<file path="config.mk">
export PLATFORM = sky130hd
export DESIGN_NAME = mem_port_arbiter_flat
export DESIGN_NICKNAME = d
export VERILOG_FILES = /design/src/rtl/mem_arb_pkg.sv /design/src/rtl/mem_port_arbiter_if.sv /design/src/rtl/mem_port_arbiter_rr_pick.sv /design/src/rtl/mem_port_arbiter.sv /design/src/flat_wrapper.sv
export SDC_FILE = /design/constraint.sdc
export NUM_CORES = 1
export LEC_CHECK = 0
export CAP_MARGIN = 20
export CORE_ASPECT_RATIO = 1.25
export CORE_MARGIN = 10
export CORE_UTILIZATION = 43
export DETAILED_ROUTE_END_ITERATION = 12
export GPL_TIMING_DRIVEN = 1
export MAX_ROUTING_LAYER = met4
export PLACE_DENSITY = 0.86
export REMOVE_ABC_BUFFERS = 1
export SLEW_MARGIN = 20
export SYNTH_ARGS = -nofsm -noshare
export SYNTH_HDL_FRONTEND = slang
export SYNTH_HIERARCHICAL = 1
export SYNTH_SLANG_ARGS = --single-unit
export TNS_END_PERCENT = 20
</file>
<file path="constraint.sdc">
create_clock -name clock -period 7.3 [get_ports clock]
set_input_delay 0.73 -clock clock [delete_from_list [all_inputs] [get_ports clock]]
set_output_delay 0.73 -clock clock [all_outputs]
set_load 0.005 [all_outputs]
</file>
<file path="src/rtl/mem_arb_pkg.sv">
// Shared definitions for the memory port arbiter: sizes, FSM encoding,
// requester identities and the fixed table base addresses in memory.
package mem_arb_pkg;

    localparam int MEM_DEPTH  = 1024;
    localparam int WORD_WIDTH = 16;
    localparam int BYTE_WIDTH = 8;
    localparam int ADDR_WIDTH = 16;
    localparam int NUM_REQ    = 3;

    typedef enum logic [2:0] {
        IDLE = 3'd0,
        HI   = 3'd1,
        LO   = 3'd2,
        TAIL = 3'd3,
        DONE = 3'd4
    } arb_state_t;

    typedef logic [1:0] req_id_t;

    localparam req_id_t REQ_REWARD   = 2'd0;
    localparam req_id_t REQ_LEARNING = 2'd1;
    localparam req_id_t REQ_ROUTING  = 2'd2;

    localparam logic [ADDR_WIDTH-1:0] ACTION_BASE  = 16'h0048;
    localparam logic [ADDR_WIDTH-1:0] BATTERY_BASE = 16'h0148;
    localparam logic [ADDR_WIDTH-1:0] QVALUE_BASE  = 16'h01C8;

    // Successor in the fixed 0 -> 1 -> 2 -> 0 rotation.
    function automatic req_id_t next_id(input req_id_t id);
        return (id == REQ_ROUTING) ? REQ_REWARD : req_id_t'(id + 2'd1);
    endfunction

endpackage

</file>
<file path="src/rtl/mem_port_arbiter_if.sv">
// Requester bus plus byte-memory port of the arbiter. The slave modport is
// the arbiter's view; master is the requesters/memory side.
interface mem_port_arbiter_if;
    import mem_arb_pkg::*;

    logic [NUM_REQ-1:0]            req;
    logic [NUM_REQ-1:0]            we;
    logic [NUM_REQ*WORD_WIDTH-1:0] addr_in;
    logic [NUM_REQ*WORD_WIDTH-1:0] wdata_in;
    logic [NUM_REQ-1:0]            ack;
    logic [WORD_WIDTH-1:0]         rdata;
    logic                          err;

    logic [ADDR_WIDTH-1:0]         mem_addr;
    logic                          mem_we;
    logic [BYTE_WIDTH-1:0]         mem_wdata;
    logic [BYTE_WIDTH-1:0]         mem_rdata;

    modport slave (
        input  req, we, addr_in, wdata_in, mem_rdata,
        output ack, rdata, err, mem_addr, mem_we, mem_wdata
    );

    modport master (
        output req, we, addr_in, wdata_in, mem_rdata,
        input  ack, rdata, err, mem_addr, mem_we, mem_wdata
    );

endinterface

</file>
<file path="src/rtl/mem_port_arbiter_rr_pick.sv">
// Round-robin requester selection: search starts one past the last grant.
module rr_pick
    import mem_arb_pkg::*;
(
    input  logic [NUM_REQ-1:0] req,
    input  req_id_t            last_grant,
    output req_id_t            grant,
    output logic               valid
);

    req_id_t cand0;
    req_id_t cand1;
    req_id_t cand2;

    always_comb begin
        cand0 = next_id(last_grant);
        cand1 = next_id(cand0);
        cand2 = next_id(cand1);
        grant = cand0;
        valid = 1'b1;
        if (req[cand0]) begin
            grant = cand0;
        end else if (req[cand1]) begin
            grant = cand1;
        end else if (req[cand2]) begin
            grant = cand2;
        end else begin
            valid = 1'b0;
        end
    end

endmodule

</file>
<file path="src/rtl/mem_port_arbiter.sv">
// Three-requester arbiter onto a byte-wide memory; each 16-bit access is two
// byte cycles (high byte first). Define MEM_BOUNDS_CHECK_EN to reject
// addresses past MEM_DEPTH-2 with err instead of wrapping.
module mem_port_arbiter #(
    parameter int MEM_DEPTH  = mem_arb_pkg::MEM_DEPTH,
    parameter int WORD_WIDTH = mem_arb_pkg::WORD_WIDTH
) (
    input logic               clock,
    input logic               nreset,
    mem_port_arbiter_if.slave bus
);
    import mem_arb_pkg::*;

    arb_state_t state;
    arb_state_t state_nxt;

    req_id_t grant_q;
    req_id_t last_grant_q;
    req_id_t pick_id;
    logic    pick_vld;

    logic                  we_q;
    logic [ADDR_WIDTH-1:0] addr_q;
    logic [WORD_WIDTH-1:0] wdata_q;
    logic [BYTE_WIDTH-1:0] rd_hi_q;
    logic [WORD_WIDTH-1:0] rdata_q;

    logic [NUM_REQ-1:0][WORD_WIDTH-1:0] addr_vec;
    logic [NUM_REQ-1:0][WORD_WIDTH-1:0] wdata_vec;

    assign addr_vec  = bus.addr_in;
    assign wdata_vec = bus.wdata_in;

    function automatic logic [ADDR_WIDTH-1:0] wrap_addr(input logic [ADDR_WIDTH:0] a);
        return ADDR_WIDTH'(32'(a) % 32'(MEM_DEPTH));
    endfunction

    rr_pick u_pick (
        .req        (bus.req),
        .last_grant (last_grant_q),
        .grant      (pick_id),
        .valid      (pick_vld)
    );

`ifdef MEM_BOUNDS_CHECK_EN
    logic oob;
    logic err_q;

    // The second byte lives at addr+1, so the last legal word address is DEPTH-2.
    assign oob     = 32'(addr_vec[pick_id]) > 32'(MEM_DEPTH - 2);
    assign bus.err = err_q & (state == DONE);
`else
    assign bus.err = 1'b0;
`endif

    assign bus.rdata = rdata_q;

    always_ff @(posedge clock or negedge nreset) begin
        if (!nreset) begin
            state        <= IDLE;
            grant_q      <= REQ_REWARD;
            last_grant_q <= REQ_ROUTING;
            rdata_q      <= '0;
`ifdef MEM_BOUNDS_CHECK_EN
            err_q        <= 1'b0;
`endif
        end else begin
            state <= state_nxt;
            case (state)
                IDLE: begin
                    if (pick_vld) begin
                        grant_q <= pick_id;
`ifdef MEM_BOUNDS_CHECK_EN
                        err_q <= oob;
                        if (oob) begin
                            rdata_q <= '0;
                        end
`endif
                    end
                end
                // rdata changes only here so it stays stable outside DONE.
                TAIL:    rdata_q      <= {rd_hi_q, bus.mem_rdata};
                DONE:    last_grant_q <= grant_q;
                default: ;
            endcase
        end
    end

    always_ff @(posedge clock) begin
        if (state == IDLE && pick_vld) begin
            we_q    <= bus.we[pick_id];
            addr_q  <= addr_vec[pick_id];
            wdata_q <= wdata_vec[pick_id];
        end
        if (state == LO) begin
            rd_hi_q <= bus.mem_rdata;
        end
    end

    always_comb begin
        state_nxt     = state;
        bus.mem_addr  = '0;
        bus.mem_we    = 1'b0;
        bus.mem_wdata = '0;
        bus.ack       = '0;
        case (state)
            IDLE: begin
                if (pick_vld) begin
`ifdef MEM_BOUNDS_CHECK_EN
                    state_nxt = oob ? DONE : HI;
`else
                    state_nxt = HI;
`endif
                end
            end
            HI: begin
                bus.mem_addr  = wrap_addr({1'b0, addr_q});
                bus.mem_wdata = wdata_q[WORD_WIDTH-1 -: BYTE_WIDTH];
                bus.mem_we    = we_q;
                state_nxt     = LO;
            end
            LO: begin
                bus.mem_addr  = wrap_addr({1'b0, addr_q} + 17'd1);
                bus.mem_wdata = wdata_q[BYTE_WIDTH-1:0];
                bus.mem_we    = we_q;
                state_nxt     = TAIL;
            end
            TAIL: begin
                state_nxt = DONE;
            end
            DONE: begin
                bus.ack[grant_q] = 1'b1;
                state_nxt        = IDLE;
            end
            default: begin
                state_nxt = IDLE;
            end
        endcase
    end

endmodule

</file>
<file path="src/flat_wrapper.sv">
// flat-port wrapper written by rule: the top's interface ports become plain ports
module mem_port_arbiter_flat import mem_arb_pkg::*;
#(
    parameter int MEM_DEPTH  = mem_arb_pkg::MEM_DEPTH,
    parameter int WORD_WIDTH = mem_arb_pkg::WORD_WIDTH
)
  (clock, nreset, bus_req, bus_we, bus_addr_in, bus_wdata_in, bus_mem_rdata, bus_ack, bus_rdata, bus_err, bus_mem_addr, bus_mem_we, bus_mem_wdata);
  mem_port_arbiter_if bus_i ();
  input logic clock;
  input logic nreset;
  input wire logic [$bits(bus_i.req)-1:0] bus_req;
  input wire logic [$bits(bus_i.we)-1:0] bus_we;
  input wire logic [$bits(bus_i.addr_in)-1:0] bus_addr_in;
  input wire logic [$bits(bus_i.wdata_in)-1:0] bus_wdata_in;
  input wire logic [$bits(bus_i.mem_rdata)-1:0] bus_mem_rdata;
  output wire logic [$bits(bus_i.ack)-1:0] bus_ack;
  output wire logic [$bits(bus_i.rdata)-1:0] bus_rdata;
  output wire logic [$bits(bus_i.err)-1:0] bus_err;
  output wire logic [$bits(bus_i.mem_addr)-1:0] bus_mem_addr;
  output wire logic [$bits(bus_i.mem_we)-1:0] bus_mem_we;
  output wire logic [$bits(bus_i.mem_wdata)-1:0] bus_mem_wdata;
  assign bus_i.req = bus_req;
  assign bus_i.we = bus_we;
  assign bus_i.addr_in = bus_addr_in;
  assign bus_i.wdata_in = bus_wdata_in;
  assign bus_i.mem_rdata = bus_mem_rdata;
  assign bus_ack = bus_i.ack;
  assign bus_rdata = bus_i.rdata;
  assign bus_err = bus_i.err;
  assign bus_mem_addr = bus_i.mem_addr;
  assign bus_mem_we = bus_i.mem_we;
  assign bus_mem_wdata = bus_i.mem_wdata;
  mem_port_arbiter #(.MEM_DEPTH(MEM_DEPTH), .WORD_WIDTH(WORD_WIDTH)) u_core (.clock(clock), .nreset(nreset), .bus(bus_i));
endmodule
</file>
==> impl_results.md, run 1 <==
* Status: finished clean
* Post-synthesis cell type count at 43
* Total chip power at roughly 1.7 mW
* DIE HEIGHT at 114 um
* Final WS setup at approximately 3500 ps
* Rel. slew slack at 0.349
* Placed insts at approximately 470
* Initial antenna violation count at 0
* Row count at 34
* First-pass GRT wire length at about 13 mm
* Largest net degree at the start of global routing at 30
* Cts-stage hold buffer count at 0
* Worst EP arrival at a little over 3000 ps
* Clock Pin Slew Worst Setup and Hold Paths at 70 ps
* # fillers at 582
* Setup WS pre-CTS at 3570 ps
* Area grow syn2layout at 50.6%
* Hold Path Class: in2async
* Kind of critical path: reg2out
* Final WL at between 8 and 9 mm
* Top achievable clock speed at between 200 and 300 MHz
* Die Wd at about 95 um
* Post-synthesis instance total at around 260
* Mapped Area at roughly 3000 um^2
* Critical path data required time at 6570 ps
* CTS tree: done
* CTS root buf: clkbuf_8
* CP Launch Type: flip-flop
* Total grt overflow at 0
* Main area contributors after synthesis: edfxtp_1 (35%), dfrtp_1 (18%), mux2i_1 (9.0%), mux2_2 (7.5%), o21ai_0 (5.7%)
* Clock Sinks at between 50 and 60
* GRT Util Overall at 0.156
* Top post-synthesis cells by count: edfxtp_1 (35), nand2_1 (35), o21ai_0 (34)
* Post-DR wirelength/cell at between 15 and 20 um
* Final core utilization at 0.658
* I/O pin count at 157
* Asr flop ratio synth at 0.397
* Vias in the first global route at roughly 2700
* Crit. End Element: primary output
* Nets at about 500
* RSZ-0062 raised after global routing: false
* Number of remaining DRC errors at 0
* H-Tree Depth at 3
* Register area at ~1600 um^2
* Top_reg_cell synth: edfxtp_1
* Max clock buf depth at 2
* Least-Margin Pin Slew at roughly 1000 ps
* Num CTS Buffers at 9
* Setup-failing EPs final at 0
* Slew Limit Fails at 0
* Syn Area/Cell at 11.5 um^2
* Crit path time final at approximately 3800 ps
* Area of the multi-input gates at approximately 1300 um^2
* Diodes inserted at 0
* Max-cap violations at 0
* Post_cts resized at 0
* Final Wtd Congestion at between 0.7 and 0.8
* Number of enable flip-flop cells after synthesis at 35
* Yosys warns at 6
* Via count at around 2500
* Critical path peak fanout at 24
* Max VDD drop at 0.207 mV
* Clk Latency, worst-skew pair at between 300 and 400 ps
* Post-synthesis register bit count at 58
* Cell Pwr Density at 373 nW/um^2
* Remaining antenna violation count at 0
* Seq/Total Area, Yosys at 0.541
* Vias per inst at a little over 5
* Starting DRT DRC Count at 93
* Count of input and output buffers at between 100 and 150
* Initial Util at 0.437
* Post-DP HPWL at between 6 and 7 mm
* Initial DRT Pass Iterations at 7
* Setup TNS at 0 ps
* Post-CTS setup buffers at 0
* Hold Vio Cnt, Final at 0
* Die footprint at approximately 11000 um^2
* Layout cells sized above 1 at 0.114
* Final Cycle Share at 0.519
* Clock Skew at about 7.3 ps
* Final Non-Filler Cells at around 480
* Leak Pwr at between 1.5 and 2 nW
* CORE AREA at between 6000 and 7000 um^2
* Yosys top cell area share at 0.349
* Top cell type by total area after synthesis: edfxtp_1
## placed cells by master (no fill, tap or decap), types with 2 or more instances in the layout
| cell type | synthesis | layout |
|---|---|---|
| clkinv_2 | 0 | 2 |
| nor2_1 | 3 | 3 |
| a2bb2oi_1 | 2 | 2 |
| conb_1 | 1 | 7 |
| clkbuf_8 | 0 | 12 |
| mux2_2 | 20 | 20 |
| edfxtp_1 | 35 | 35 |
| nand2_1 | 35 | 35 |
| inv_1 | 5 | 5 |
| or4_1 | 2 | 2 |
| nor3b_1 | 5 | 4 |
| nand3b_1 | 2 | 2 |
| dfrtp_1 | 22 | 22 |
| o21ai_0 | 34 | 34 |
| and2_1 | 3 | 3 |
| a22o_1 | 10 | 10 |
| nand3_1 | 6 | 6 |
| mux2i_1 | 27 | 27 |
| o21bai_1 | 2 | 2 |
| clkdlybuf4s50_1 | 0 | 130 |
| nor3_1 | 5 | 5 |
| inv_4 | 0 | 2 |
## power by group
group	leakage (nW)	internal, mW	switching, mW	total [mW]
combinational	1.03	0.435	0.345	0.780
sequential	0.604	0.543	0.0945	0.637
clock	0.103	0.150	0.124	0.274
total	1.74	1.13	0.564	1.69
## final cells by class
cell class | instances | share of cell area
Sequential cell | 58 | 0.359
Timing Repair Buffer | 132 | 0.290
Multi-Input combinational cell | 183 | 0.281
Clock buffer | 12 | 0.0364
Tap cell | 90 | 0.0248
Clock inverter | 4 | 0.00497
Inverter | 5 | 0.00414
## critical path, cell delays in order (launching register included)
cell and delay [ps]:
dfrtp_1 470, or3b_1 570, inv_1 670, o21ai_0 240, a31oi_1 240, clkdlybuf4s50_1 530
## kinds of logic after synthesis
family,after synthesis,synth area share
and+or+nand+nor,72,0.121
DFF,58,0.541
AOI/OAI and AO/OA,56,0.117
muxes,47,0.165
buffers and inverters,27,0.0503
adders and majority gates,1,0.00416
other,1,0.00125
## sequential cells by signal, summed over array words and instances, names as in the netlist
register,cells
u_core/bus.rdata,16
u_core/state,3
u_core/last_grant_q,2
u_core/rd_hi_q,8
u_core/wdata_q,16
u_core/grant_q,2
u_core/we_q,1
u_core/addr_q,10
## metal layers
metal | GRT usage | wire (um) | share of wire
met1 | 0.166 | 3310 | 0.40
met2 | 0.270 | 4370 | 0.52
met3 | 0.0368 | 581 | 0.070
met4 | 0.0640 | 81 | 0.0097
met5 | - | 0 | 0
## per-stage QoR
| stage | cell area, um^2 | hold slack [ps] |
|---|---|---|
| after floorplan | 2900 | 434 |
| after global placement | 4350 | 458 |
| after detailed placement | 4350 | 473 |
| after CTS | 4530 | 489 |
| after global routing | 4530 | 390 |
| final | 4530 | 367 |
## path summary, 6_finish.rpt
check | slack (ps) | cells past startpoint | endpoint | startpoint
setup / recovery | 3510 | 5 | bus_mem_addr[5] | u_core/state[2]
hold / removal | 370 | 1 | u_core/bus.rdata[12] | nreset
setup reg to reg | 4660 | 5 | u_core/addr_q[1] | u_core/last_grant_q[1]
hold reg to reg | 480 | 1 | u_core/bus.rdata[13] | u_core/rd_hi_q[5]
max in group asynchronous | 6570 | 1 | u_core/last_grant_q[1] | nreset
min in group clock | 480 | 1 | u_core/bus.rdata[13] | u_core/rd_hi_q[5]
No activity file was read; power rests on OpenSTA's default activity.
==> run 2: changes to the inputs <==
--- a/config.mk
+++ b/config.mk
@@ -8,11 +8,11 @@
 export CAP_MARGIN = 20
 export CORE_ASPECT_RATIO = 1.25
 export CORE_MARGIN = 10
-export CORE_UTILIZATION = 43
+export CORE_UTILIZATION = 40
 export DETAILED_ROUTE_END_ITERATION = 12
 export GPL_TIMING_DRIVEN = 1
 export MAX_ROUTING_LAYER = met4
-export PLACE_DENSITY = 0.86
+export PLACE_DENSITY = 0.81
 export REMOVE_ABC_BUFFERS = 1
 export SLEW_MARGIN = 20
 export SYNTH_ARGS = -nofsm -noshare
==> constraint.sdc (replaced) <==
create_clock -name clock -period 3.95 [get_ports clock]
set_input_delay 0.395 -clock clock [delete_from_list [all_inputs] [get_ports clock]]
set_output_delay 0.395 -clock clock [all_outputs]
set_load 0.005 [all_outputs]
==> run 2 against run 1 <==
Compared with the run above:
- combinational power increased by 87%
- total power increased by 83%
- register-to-register slack got worse by 2800 ps
- largest cell class unchanged
- sequential share of layout area decreased by 0.11 points
==> impl_results.md, run 2 (same netlist as run 1, synthesis figures left out) <==
* Final WS setup at 735 ps (-2780 ps)
* Reg power frac at 0.377 (about the same)
* Diodes inserted at 0 (unchanged)
* Initial Util at 0.409 (-0.0276)
* RSZ-0062 raised after global routing: false
* Largest net degree at the start of global routing at 30 (unchanged)
* Critical Path, Cell by Cell: or3b_1, inv_1, buf_4, a22o_1, clkdlybuf4s50_1
* Setup-failing EPs final at 0 (unchanged)
* CTS tree: done
* Total chip power at 3.10 mW (+83%)
* Leak Pwr at 1.75 nW (+0.40%)
* H-Tree Depth at 3 (unchanged)
* Crit path launch: u_core/state[2]
* Clk Latency, worst-skew pair at 330 ps (about the same)
* Post-DP HPWL at 6.66 mm (+4.2%)
* Most common cell after layout, fill and taps aside: clkdlybuf4s50_1
* Combinational group share of total power at 0.471 (+0.010)
* Max clock buf depth at 2 (unchanged)
* Final core utilization at 0.618 (-0.0397)
* Hold Path Class: in2async
* Status: finished clean
* Initial antenna violation count at 0 (unchanged)
* Clock Pin Slew Worst Setup and Hold Paths at 70 ps (about the same)
* Switch Pwr at 1.02 mW (+82%)
* Post-CTS setup buffers at 0 (unchanged)
* Initial DRT Pass Iterations at 4 (-3)
* Starting DRT DRC Count at 65 (-30%)
* Switching share of power at 0.330 (-0.00329)
* Rel. slew slack at 0.403 (+0.0534)
* Clock Skew at 9.12 ps (+1.84 ps)
* Number of remaining DRC errors at 0 (unchanged)
* Worst path max stage delay at 570 ps (-100 ps)
* Total grt overflow at 0 (unchanged)
* Crit path time final at between 3000 and 4000 ps
* First-pass GRT wire length at 13.3 mm (+3.4%)
* Layout cells sized above 1 at 0.118 (+0.00388)
* Max VDD drop at 0.354 mV (+72%)
* Post_cts resized at 0 (unchanged)
* Die footprint at 11400 um^2 (+6.0%)
* Crit. End Element: primary output
* GRT Util Overall at 0.149 (-0.00723)
* Hold slack at 35.1 ps (-332 ps)
* Cts-stage hold buffer count at 0 (unchanged)
* Num CTS Buffers at 9 (unchanged)
* Post-DR wirelength/cell at 17.0 um (-1.6%)
* # fillers at 621 (+6.7%)
* I/O pin count at 157 (unchanged)
* CTS root buf: clkbuf_8
* Max-cap violations at 0 (unchanged)
* Internal power component at 2.08 mW (+84%)
* Least-Margin Pin Slew at 892 ps (-79.7 ps)
* Count of input and output buffers at 131 (unchanged)
* DIE HEIGHT at 117 um (+3.0%)
* Row count at 35 (+2.9%)
* Clock power frac at 0.152 (-0.010)
* Final Wtd Congestion at 0.848 (+17%)
* Most frequent cells in the layout: clkdlybuf4s50_1 (130), nand2_1 (35), edfxtp_1 (35)
* Placed insts at 474 (+1.3%)
* Via count at 2514 (+0.12%)
* Remaining antenna violation count at 0 (unchanged)
* Critical path data required time at 3560 ps (-3010 ps)
* Vias in the first global route at 2692 (+0.037%)
* CORE AREA at 7360 um^2 (+6.8%)
* Worst EP arrival at 2820 ps (-240 ps)
* Slew Limit Fails at 0 (unchanged)
* Setup WS pre-CTS at 1080 ps (-2490 ps)
* Critical path peak fanout at 17 (-29%)
* Hold Vio Cnt, Final at 0 (unchanged)
* CP Launch Type: flip-flop
* Reg2reg start: u_core/state[2]
* Final Non-Filler Cells at 490 (+1.2%)
* Vias per inst at 5.13 (-1.1%)
* Top achievable clock speed at a little over 300 MHz
* Slowest CP cell: or3b_1
* Nets at 506 (+0.80%)
* Die Wd at 97.6 um (+2.9%)
* Final WL at 8.32 mm (-0.35%)
* Area grow syn2layout at 51.1%
* Cell Pwr Density at 682 nW/um^2 (+83%)
* Final Cycle Share at 0.814
* Kind of critical path: reg2out
* Clock Sinks at 58 (unchanged)
==> run 2: cell count changes in the layout (fill, tap and decap cells not counted), sizes merged <==
cell,delta
buf,+4
inv,-2
clkbuf,+1
clkinv,+1
==> run 2: final timing paths <==
check	endpoint	slack [ps]	depth (start not counted)
worst max-delay path	bus_mem_wdata[3]	730	5
max in group asynchronous	u_core/last_grant_q[1]	3550	1
worst max register to register	u_core/rd_hi_q[5]	1840	3
min in group clock	u_core/bus.rdata[9]	470	1
worst min-delay path	u_core/bus.rdata[9]	40	1
worst min register to register	u_core/bus.rdata[9]	470	1
==> run 2: power groups by stage <==
stage	registers, mW	clock network, mW	logic (mW)
2_1_floorplan	1.16	0	0.719
3_3_place_gp	1.16	0	1.46
3_5_place_dp	1.18	0	1.49
4_1_cts	1.17	0.486	1.50
5_1_grt	1.21	0.511	1.60
6_report	1.17	0.471	1.46
==> run 2: metal layers <==
metal	routed length [um]	track usage	vias up
met5	0	-	-
met4	90	0.0495	0
met3	456	0.0376	11
met2	4280	0.267	113
met1	3490	0.158	1169
li1	-	-	1221
==> run 2: worst max-delay path: cells and delay by family, from the launching register on <==
kind                   cells  cell delay (ps)
AO/OA/AOI/OAI              1              160
buffers and inverters      3             1290
flip-flops                 1              470
AND/OR/NAND/NOR            1              570
==> run 2: final cells by class <==
type	count	area, um^2	share of cell area
flip-flops and latches	58	1630	0.358
repair buffers	136	1340	0.296
multi-input cells	183	1270	0.279
clock buffers	13	159	0.0349
well taps	92	115	0.0253
inverters	5	18.8	0.00413
clock inverters	3	15.0	0.00330
==> run 2: metrics by stage <==
stage / cell area [um^2] / TNS [ps]
2_1_floorplan: 2900 / -3250
3_3_place_gp: 4380 / 0
3_5_place_dp: 4380 / 0
4_1_cts: 4550 / 0
5_1_grt: 4550 / 0
6_report: 4550 / 0
